$ cat src/rtl/serial_pkg.sv
// Shared definitions for the serial transmitter and its future receiver.
package serial_pkg;

  // Frame sequencer states
  typedef enum logic [2:0] {
    ST_IDLE   = 3'd0,
    ST_START  = 3'd1,
    ST_DATA   = 3'd2,
    ST_PARITY = 3'd3,
    ST_STOP   = 3'd4
  } tx_state_t;

  localparam int DEF_DATA_W  = 8;
  localparam int DEF_BIT_DIV = 4;
  // Bit-period counter width; covers the full legal divider range up to 255.
  localparam int TIMER_W     = 8;

  // Clock cycles occupied by one frame: start + data + optional parity + stop.
  function automatic int frame_cycles(int data_w, int bit_div, int parity_en);
    return (data_w + 2 + parity_en) * bit_div;
  endfunction

endpackage

$ cat src/rtl/bit_timer.sv
// Bit-period down-counter: tick marks the last cycle of a bit period.
// A load restarts the period, so the bit in flight lasts exactly DIV cycles.
module bit_timer
  import serial_pkg::*;
#(
  parameter int DIV = DEF_BIT_DIV
) (
  input  logic clk,
  input  logic CLRN,
  input  logic load,
  output logic tick
);

  logic [TIMER_W-1:0] r_cnt;

  // Reload on bit boundaries, otherwise count down and park at zero.
  always_ff @(posedge clk or negedge CLRN) begin
    if (!CLRN)             r_cnt <= '0;
    else if (load)         r_cnt <= TIMER_W'(DIV - 1);
    else if (r_cnt != '0)  r_cnt <= r_cnt - 1'b1;
  end

  assign tick = (r_cnt == '0);

endmodule

$ cat src/rtl/serial_tx.sv
// Serial transmitter: start bit, DATA_W bits LSB first, optional even
// parity, stop bit. tx_line is registered and idles high.
module serial_tx
  import serial_pkg::*;
#(
  parameter int DATA_W    = DEF_DATA_W,
  parameter int BIT_DIV   = DEF_BIT_DIV,
  parameter int PARITY_EN = 1
) (
  input  logic              clk,
  input  logic              CLRN,
  input  logic [DATA_W-1:0] tx_data,
  input  logic              tx_valid,
  output logic              tx_ready,
  output logic              tx_line,
  output logic              busy,
  output logic              done
);

  localparam int CNT_W = $clog2(DATA_W + 1);

  tx_state_t         r_state, w_state_nxt;
  logic [DATA_W-1:0] r_shift;
  logic [DATA_W-1:0] w_shift_nxt;
  logic [CNT_W-1:0]  r_bit_cnt;
  logic              r_parity;
  logic              r_line;
  logic              w_accept;
  logic              w_tick;
  logic              w_load;
  logic              w_last_bit;
  logic              w_par_bit;

  assign tx_ready    = (r_state == ST_IDLE);
  assign busy        = ~tx_ready;
  assign w_accept    = tx_valid & tx_ready;
  assign done        = (r_state == ST_STOP) & w_tick;
  assign w_load      = w_accept | (busy & w_tick);
  assign w_last_bit  = (r_bit_cnt == CNT_W'(DATA_W - 1));
  assign w_shift_nxt = r_shift >> 1;
  // After the last data bit the line carries parity, or goes straight to stop.
  assign w_par_bit   = (PARITY_EN != 0) ? r_parity : 1'b1;
  assign tx_line     = r_line;

  bit_timer #(.DIV(BIT_DIV)) u_bit_timer (
    .clk  (clk),
    .CLRN (CLRN),
    .load (w_load),
    .tick (w_tick)
  );

  // State register
  always_ff @(posedge clk or negedge CLRN) begin
    if (!CLRN) r_state <= ST_IDLE;
    else       r_state <= w_state_nxt;
  end

  // Next-state logic: every non-idle state lasts one bit time (one tick)
  always_comb begin
    w_state_nxt = r_state;
    unique case (r_state)
      ST_IDLE:   if (w_accept) w_state_nxt = ST_START;
      ST_START:  if (w_tick)   w_state_nxt = ST_DATA;
      ST_DATA:   if (w_tick && w_last_bit)
                   w_state_nxt = (PARITY_EN != 0) ? ST_PARITY : ST_STOP;
      ST_PARITY: if (w_tick)   w_state_nxt = ST_STOP;
      ST_STOP:   if (w_tick)   w_state_nxt = ST_IDLE;
      default:                 w_state_nxt = ST_IDLE;
    endcase
  end

  // Datapath: latch word on accept, drive the line with the bit of the
  // state being entered so tx_line stays a plain register output.
  always_ff @(posedge clk or negedge CLRN) begin
    if (!CLRN) begin
      r_shift   <= '0;
      r_bit_cnt <= '0;
      r_parity  <= 1'b0;
      r_line    <= 1'b1;
    end else if (w_accept) begin
      r_shift   <= tx_data;
      r_bit_cnt <= '0;
      r_parity  <= ^tx_data;
      r_line    <= 1'b0;
    end else if (busy && w_tick) begin
      unique case (r_state)
        ST_START: r_line <= r_shift[0];
        ST_DATA: begin
          r_shift   <= w_shift_nxt;
          r_bit_cnt <= r_bit_cnt + 1'b1;
          r_line    <= w_last_bit ? w_par_bit : w_shift_nxt[0];
        end
        ST_PARITY: r_line <= 1'b1;
        ST_STOP:   r_line <= 1'b1;
        default:   r_line <= 1'b1;
      endcase
    end
  end

endmodule
$ cat config.mk
export PLATFORM = sky130hd
export DESIGN_NAME = serial_tx
export DESIGN_NICKNAME = d
export VERILOG_FILES = /design/src/rtl/serial_pkg.sv /design/src/rtl/bit_timer.sv /design/src/rtl/serial_tx.sv
export SDC_FILE = /design/constraint.sdc
export NUM_CORES = 1
export LEC_CHECK = 0
export ABC_AREA = 1
export CORE_UTILIZATION = 45
export CTS_CLUSTER_SIZE = 25
export DETAILED_ROUTE_END_ITERATION = 10
export GPL_TIMING_DRIVEN = 0
export PLACE_DENSITY = 0.66
export SETUP_SLACK_MARGIN = 0.05
export SLEW_MARGIN = 20
export SYNTH_ARGS = -nofsm -noshare
export SYNTH_HDL_FRONTEND = slang
export SYNTH_SLANG_ARGS = --single-unit
$ cat constraint.sdc
create_clock -name clk -period 1.4 [get_ports clk]
set_clock_uncertainty 0.1 [all_clocks]
set_input_delay 0.35 -clock clk [delete_from_list [all_inputs] [get_ports clk]]
set_output_delay 0.35 -clock clk [all_outputs]
set_load 0.05 [all_outputs]
# [Word-level counts from Yosys, hierarchy flattened]
# Cells that the tools add are included.
# Widths: inputs -> output; s select.
[totals] elab_cells=52 input_bits=11 output_inout_bits=4 regBits=25
[op_classes] n_addsub=2 reduce_logical=11 n_mux=18 bitwise=5 n_eq_ne=10
[ops] op="$mux 8" n=5
[ops] op="$mux 3" n=5
[ops] op="$pmux 3 s5" n=1
[ops] op="$mux 4" n=3
[ops] op="$logic_not 8->1" n=1
[ops] op="$ne 2x2->1 const B" n=4
[ops] op="$reduce_bool 8->1" n=1
[ops] op="$reduce_xor 8->1" n=1
[ops] op="$sub 8x1->8 const B" n=1
[ops] op="$eq 3x2->1 const B" n=2
[ops] op="$reduce_bool 2->1" n=3
[ops] op="$reduce_and 5->1" n=1
[ops] op="$add 4x1->4 const B" n=1
[ops] op="$eq 4x3->1 const B" n=1
[ops] op="$and 1x1->1" n=3
[ops] op="$eq 3x1->1 const B" n=1
[ops] op="$eq 3x3->1 const B" n=1
[ops] op="$logic_not 3->1" n=1
[ops] op="$mux 1" n=3
[ops] op="$logic_and 1x1->1" n=2
[ops] op="$ne 2x1->1 const B" n=1
[ops] op="$pmux 1 s2" n=1
[ops] op="$reduce_and 2->1" n=1
[ops] op="$not 1->1" n=1
[ops] op="$or 1x1->1" n=1

# [Logic depth before layout (Yosys ltp)]
# Gate-level depths: netlist of run 1.
[logic_depth] ltp_word=5 ltp_mapped=9 depth_no_buf=9

# [By module]
# From an unflattened synthesis of run 1, not the netlist that was laid out.
[hier_totals] cells_unflattened=208 hier_area_um2=1569.0
[modules_own_cells] mod="serial_tx" seq_area_each_um2=426.7 cells_per_inst=149 area_each_um2=1076.0 instances=1
[modules_own_cells] mod="bit_timer" seq_area_each_um2=200.2 cells_per_inst=59 area_each_um2=493.0 instances=1

# [Worst setup path before layout of run 1]
# OpenSTA, ideal clock, no wires.
[synth_path] path_kind="register to output" from="register u_bit_timer.r_cnt[0]" to="output done" path_buffers=0 slack_ns=-0.703 path_stages_with_launch=7 t_required_ns=0.950 t_arrival_ns=1.653 cell_sequence="dfrtp_1 > inv_1 > ha_1 > nand2_1 > nor2_1 > nand2_1 > nor2_1"
[synth_between] elab_chain_cells=2
[synth_rtl] item="from (decl)" line_no="bit_timer.sv:14" rtl="logic [TIMER_W-1:0] r_cnt;"
[synth_rtl] item="from (signal assigned)" line_no="bit_timer.sv:19" rtl="else if (load) r_cnt <= TIMER_W'(DIV - 1);"
[synth_rtl] item="from (signal assigned)" line_no="bit_timer.sv:20" rtl="else if (r_cnt != '0) r_cnt <= r_cnt - 1'b1;"
[synth_rtl] item="$logic_not 8->1" line_no="bit_timer.sv:23" rtl="assign tick = (r_cnt == '0);"
[synth_rtl] item="$and 1x1->1" line_no="serial_tx.sv:37" rtl="assign done = (r_state == ST_STOP) & w_tick;"
[synth_rtl] item="to (decl)" line_no="serial_tx.sv:17" rtl="output logic done"
# Every way passes these cells.

# [Final worst setup path of run 1]
# Same ends and word-level chain as after synthesis.

==> impl_metrics.yaml, run 1 <==
outcome:
  outcome: "complete, but fails checks"
  violations: "setup timing"
floorplan:
  floorplan.rows: 21
  start_util: 0.474
  fp.coreArea_um2: 3360
  fp.dieH_um: 61.5
  die-area_um2: 3780
  die_x_um: 61.5
  num_io_pins: 15
routing:
  routed_wl_um: 3810
  first_pass_iters: 4
  viasPerCell: 4.95
  vias: 1553
  drtAntennaViolNets: 0
  drtIter0Drc: 79
  drc: 0
  wl_per_cell_um: 12.1
hold_path:
  min_from: "tx_line"
  min_path_type: "flop to flop"
  min_to: "tx_line"
  hold_depth: 2
final_layout:
  fillCellCount: 300
  syn2layout_area_growth_pct: 44.6
  final_util: 0.685
  fin_area_um2: 2300
  final_cells: 314
  drive_gt1_frac: 0.299
  n_antenna_cell: 0
  seqCellArea_um2: 628
  fin_nets: 282
  multiInputGateArea_um2: 983
synth:
  syn_inst: 224
  ys_ff_latch: 25
  synth_top_area_share: 0.377
  netlist_area_um2: 1590
  ys_seq_area_frac: 0.394
  yosysWarnings: 0
  yosys.area.top_type: "dfrtp_1"
  synth.distinct_cells: 26
  synthTopCellsByArea: "dfrtp_1 (38%), nand2_1 (19%), nand3_1 (6.6%)"
  avgSynthCellArea_um2: 7.11
  synth_fp_nets: 237
sta:
  hold_viol: 0
  max_freq_mhz: 522
  max_slew_margin: 0.617
  slew_violations: 0
  finalSetupViolations: 29
  worst_slew_pin_slew_ns: 0.575
  rsz0062_at_grt: "true"
  finalWorstPathRequiredPeriod_ns: 1.92
  worst_slack_ns: -0.517
  period_share: 1.37
cts:
  numCtsBuffers: 3
  clock_sinks: 25
  path_clk_slew_ns: 0.14
  cts_tree: "done"
  clockBufferDepth: 2
  cts-root-buf: "clkbuf_4"
  h-tree-depth: 1
  clock_latency_ns: 0.32
placement:
  portBuffers: 14
  postPlaceCellArea_um2: 1860
  dp.cells: 284
  hpwlAfterDp_um: 2330
  gp_congestion: 0.826
power:
  switching_power_mw: 2.12
  switching_share: 0.455
  p_int_mw: 2.54
  ir_worst_vdd_mv: 0.883
  p_leak_nw: 1.18
  pwr-share-clk: 0.072
  power_density_nw_per_um2: 2020
  pwr-share-comb: 0.664
  p_seq_frac: 0.263
global_route:
  overflow: 0
  groute.usage.overall: 0.210
  grt_pass1_vias: 1363
  grt_max_degree: 26
  antenna_found_initial: 0
  grt_pass1_wl_um: 5820
worst_setup_path:
  crit_arrival_ns: 1.47
  required_ns: 0.95
  worstSetupPathType: "flop to primary output"
  end_kind: "primary output"
  setup.reg_to_reg.worst_slack_ns: -0.38
  critPathLaunchType: "flop"
  r2r_end: "r_shift[5]"
  path_max_fanout: 2
  reg2regPathDepth: 12
  r2r_start: "u_bit_timer.r_cnt[0]"
flow_run:
  cap_violations: 0
-- worst max-delay path by stage --
stage                    startpoint    to  slack [ns]  depth (start not counted)
2_1_floorplan  u_bit_timer.r_cnt[0]  done       -0.23                          6
3_3_place_gp   u_bit_timer.r_cnt[0]  done       -0.91                          7
3_5_place_dp   u_bit_timer.r_cnt[0]  done       -0.91                          7
4_1_cts        u_bit_timer.r_cnt[0]  done       -0.52                          7
5_1_grt        u_bit_timer.r_cnt[2]  done       -0.63                          6
6_report       u_bit_timer.r_cnt[0]  done       -0.52                          7
-- kinds of logic after synthesis --
family,count (synthesis),share of synthesized area
adder cells (fa/ha/maj),2,0.0157
flip-flops,25,0.394
buffers and inverters,31,0.0919
XOR/XNOR,6,0.0330
AND/OR/NAND/NOR,140,0.397
AO/OA/AOI/OAI,20,0.0691
-- per-stage QoR --
stage               hold WS [ns]  TNS [ns]  setup slack [ns]  total power [mW]
floorplan                -0.0456    -0.924            -0.225              2.89
global placement           0.350    -19.29            -0.912              3.29
detailed placement         0.278     -7.85            -0.913              3.30
CTS                        0.389     -6.89            -0.523              4.16
global route               0.396    -10.29            -0.626              5.01
finish                     0.387     -8.34            -0.517              4.66
-- power groups by stage --
| stage | registers (mW) | clock network [mW] | logic (mW) |
|---|---|---|---|
| 6_report | 1.23 | 0.337 | 3.09 |
| 5_1_grt | 1.27 | 0.371 | 3.38 |
| 4_1_cts | 1.21 | 0.344 | 2.60 |
| 3_5_place_dp | 1.23 | 0 | 2.07 |
| 3_3_place_gp | 1.23 | 0 | 2.06 |
| 2_1_floorplan | 1.22 | 0 | 1.67 |
-- cell usage in the layout (no fill, tap or decap), types with 6 or more instances in the layout --
| master | synthesis | routed |
|---|---|---|
| nor2_1 | 23 | 18 |
| nand2_1 | 79 | 67 |
| nand3_2 | 3 | 6 |
| o21ai_0 | 11 | 7 |
| buf_4 | 1 | 14 |
| inv_1 | 25 | 23 |
| clkdlybuf4s50_1 | 0 | 9 |
| nand2_2 | 1 | 7 |
| o21ai_1 | 4 | 7 |
| buf_6 | 1 | 8 |
| nand3_1 | 21 | 17 |
| nand2_4 | 4 | 8 |
| dfrtp_1 | 24 | 23 |
-- synth_stat cells --
| cell type | instances |
|---|---|
| a21oi_1 | 2 |
| buf_12 | 1 |
| buf_4 | 1 |
| buf_6 | 1 |
| dfrtp_1 | 24 |
| dfstp_2 | 1 |
| ha_1 | 2 |
| inv_1 | 25 |
| inv_2 | 2 |
| inv_4 | 1 |
| nand2_1 | 79 |
| nand2_2 | 1 |
| nand2_4 | 4 |
| nand3_1 | 21 |
| nand3_2 | 3 |
| nand3b_1 | 1 |
| nand4_1 | 2 |
| nor2_1 | 23 |
| nor2_4 | 2 |
| nor3_1 | 4 |
| o21ai_0 | 11 |
| o21ai_1 | 4 |
| o21ai_2 | 2 |
| o21bai_1 | 1 |
| xnor2_1 | 1 |
| xor2_1 | 5 |
-- what timing repair did --
action / CTS / global route
setup buffers: 13 / 11
hold endpoints to repair: 24 / 0
pin swaps: 10 / 15
cloned: 2 / 0
hold buffers: 1 / 0
resized for setup: 40 / 33
endpoints found under the setup margin: 29 / 29
-- routing by layer --
| layer | track usage | routed length, µm |
|---|---|---|
| met5 | 0 | 0 |
| met4 | 0.0571 | 57 |
| met2 | 0.366 | 1980 |
| met3 | 0.0462 | 111 |
| met1 | 0.261 | 1660 |
-- flip-flops by register name (all words and copies together) (netlist names) --
name	count
r_state	3
tx_line	1
r_bit_cnt	4
u_bit_timer.r_cnt	8
r_shift	8
r_parity	1
-- final cells by class --
class,count,share of cell area
multi-input cells,168,0.427
flip-flops and latches,25,0.273
repair buffers,40,0.192
inverters,28,0.0521
well taps,46,0.0250
plain buffers,3,0.0201
clock buffers,4,0.0114
-- critical path: stages, from the launching register on --
cell,delay [ns]
dfrtp_1,0.42
inv_2,0.08
ha_4,0.13
nand2_1,0.06
nor2_1,0.12
nand2_2,0.09
nor2_4,0.09
buf_8,0.15
No activity file was read; power rests on OpenSTA's default activity.
==> run 2: changes to the inputs <==
- GPL_TIMING_DRIVEN: 0 -> default
- PLACE_DENSITY: 0.66 -> default
- PLACE_DENSITY_LB_ADDON: default -> 0.3
==> run 2 against run 1 <==
Effect of this change: the flow still finishes with violations (setup timing); die area is the same; critical path type unchanged; sequential share of layout area is 0.80 points lower; highest routed layer unchanged; count of clock-buffer cells in the layout shrank 1; global-route usage increased by 2.0 points; register-to-register slack improved by 0.13 ns; fmax down 0.51%; setup slack lost 0.0099 ns; largest power group unchanged; power up 0.36%.
==> impl_metrics.yaml, run 2 (synthesized netlist as in run 1, its figures left out) <==
outcome:
  outcome: "complete, but fails checks"
  violations: "setup timing"
worst_setup_path:
  critPathLaunchType: "flop"
  required_ns: 0.95
  worstSetupPathType: "flop to primary output"
  path_max_fanout: 2
  crit_arrival_ns: 1.48
  end_kind: "primary output"
cts:
  cts_tree: "done"
  clock_sinks: 25
  cts-root-buf: "clkbuf_4"
  clock_latency_ns: 0.35
  path_clk_slew_ns: 0.15
  ctsHoldBuffers: 0
  h-tree-depth: 1
  clockBufferDepth: 2
  numCtsBuffers: 3
global_route:
  groute.usage.overall: 0.229
  overflow: 0
  grt.busiest_layer: "met2"
  grt_pass1_wl_um: 6290
  use_met3: 0.0336
  antenna_found_initial: 0
  gr-usage-met1: 0.262
  grt_pass1_vias: 1572
  grt_util_met2: 0.418
  grt_max_degree: 26
power:
  p_int_mw: 2.54
  switching_power_mw: 2.14
  p_seq_frac: 0.258
  ir_worst_vdd_mv: 0.716
  pwr-share-comb: 0.667
  switching_share: 0.457
  pwr-share-clk: 0.076
  power_density_nw_per_um2: 1970
  p_leak_nw: 1.24
placement:
  postPlaceCellArea_um2: 2120
  dp.cells: 314
  post-place-ws_ns: -0.335
  gp_congestion: 0.865
  portBuffers: 14
  hpwlAfterDp_um: 2600
sta:
  hold_viol: 0
  fin_worst_hold_slack_ns: 0.241
  rsz0062_at_grt: "true"
  worst_slack_ns: -0.527
  worst_slew_pin_slew_ns: 0.499
  finalWorstPathRequiredPeriod_ns: 1.93
  period_share: 1.38
  slew_violations: 0
  max_freq_mhz: 519
  finalSetupViolations: 28
  max_slew_margin: 0.667
routing:
  routed_wl_um: 4000
  drc: 0
  drtIter0Drc: 71
  first_pass_iters: 4
  wl_per_cell_um: 12.1
  viasPerCell: 4.88
  drtAntennaViolNets: 0
  vias: 1611
final_layout:
  final_cell_mix: "nand2_1 (70), buf_4 (35), dfrtp_1 (23), inv_1 (22), nand3_1 (19)"
  reg_top3: "r_shift (8), u_bit_timer.r_cnt (8), r_bit_cnt (4)"
  syn2layout_area_growth_pct: 49.0
  fin_nets: 298
  n_antenna_cell: 0
  fin_area_um2: 2370
  drive_gt1_frac: 0.338
  final_cells: 330
  final_common_cell: "nand2_1"
floorplan:
  floorplan.rows: 21
  start_util: 0.474
  fp.dieH_um: 61.5
  die-area_um2: 3780
  die_x_um: 61.5
  num_io_pins: 15
  fp.coreArea_um2: 3360
hold_path:
  min_path_type: "input pin to async pin"
flow_run:
  cap_violations: 0
run 2: cell types whose count changed in the layout (fill, tap and decap cells not counted), moves of 2 or more:
cell and delta:
nand3_1 +2, buf_6 -3, buf_4 +21, buf_8 -2
nand2_1 +3, dlymetal6s2s_1 +2, nand2_4 -4, nand2_8 +2
run 2: through the flow:
| stage | setup TNS (ns) | total power [mW] | utilization |
|---|---|---|---|
| 6_report | -5.70 | 4.67 | 0.706 |
| 5_1_grt | -7.54 | 5.01 | 0.706 |
| 4_1_cts | -5.07 | 4.41 | 0.678 |
| 3_5_place_dp | -5.54 | 3.73 | 0.632 |
| 3_3_place_gp | -4.97 | 3.66 | 0.632 |
| 2_1_floorplan | -0.924 | 2.89 | - |
run 2: worst max-delay path, cell delays in order, from the launching register on:
cell and delay (ns):
dfrtp_1 0.42, inv_2 0.08, ha_4 0.14, nand2_2 0.05, nor2_2 0.10, nand2_2 0.09
nor2_4 0.11, buf_12 0.14
run 2: path summary, 6_finish.rpt:
path / end / slack (ns) / start / cells past startpoint
worst max-delay path: done / -0.53 / u_bit_timer.r_cnt[0] / 7
worst min-delay path: r_bit_cnt[3] / 0.24 / CLRN / 2
worst max register to register: r_shift[2] / -0.25 / u_bit_timer.r_cnt[0] / 9
worst min register to register: r_parity / 0.39 / r_parity / 2
max in group asynchronous: tx_line / 0.74 / CLRN / 2
min in group clk: r_parity / 0.39 / r_parity / 2
run 2: metal layers:
layer / part of all wire / vias up / wire [µm]
li1: - / 827 / -
met1: 0.43 / 748 / 1710
met2: 0.53 / 27 / 2110
met3: 0.023 / 9 / 91
met4: 0.021 / 0 / 85
met5: 0 / - / 0
run 2: power groups by stage:
stage	clock [mW]	sequential, mW	combinational [mW]
2_1_floorplan	0	1.22	1.67
3_3_place_gp	0	1.20	2.46
3_5_place_dp	0	1.21	2.52
4_1_cts	0.357	1.20	2.85
5_1_grt	0.381	1.24	3.40
6_report	0.354	1.20	3.12
run 2: timing repair:
action / 4_1_cts / 5_1_grt
pin swaps: 12 / 5
endpoints found under the setup margin: 28 / 29
buffers inserted: 8 / 4
gates resized for setup: 18 / 17
gates cloned: 1 / 1
run 2: area by class of cell:
| cell class | instances | area (µm²) |
|---|---|---|
| well taps | 46 | 57.6 |
| fillers | 267 | 990 |
| repair buffers | 57 | 554 |
| multi-input cells | 170 | 986 |
| clock inverters | 1 | 5.00 |
| flip-flops and latches | 25 | 628 |
| inverters | 28 | 120 |
| clock buffers | 3 | 22.5 |
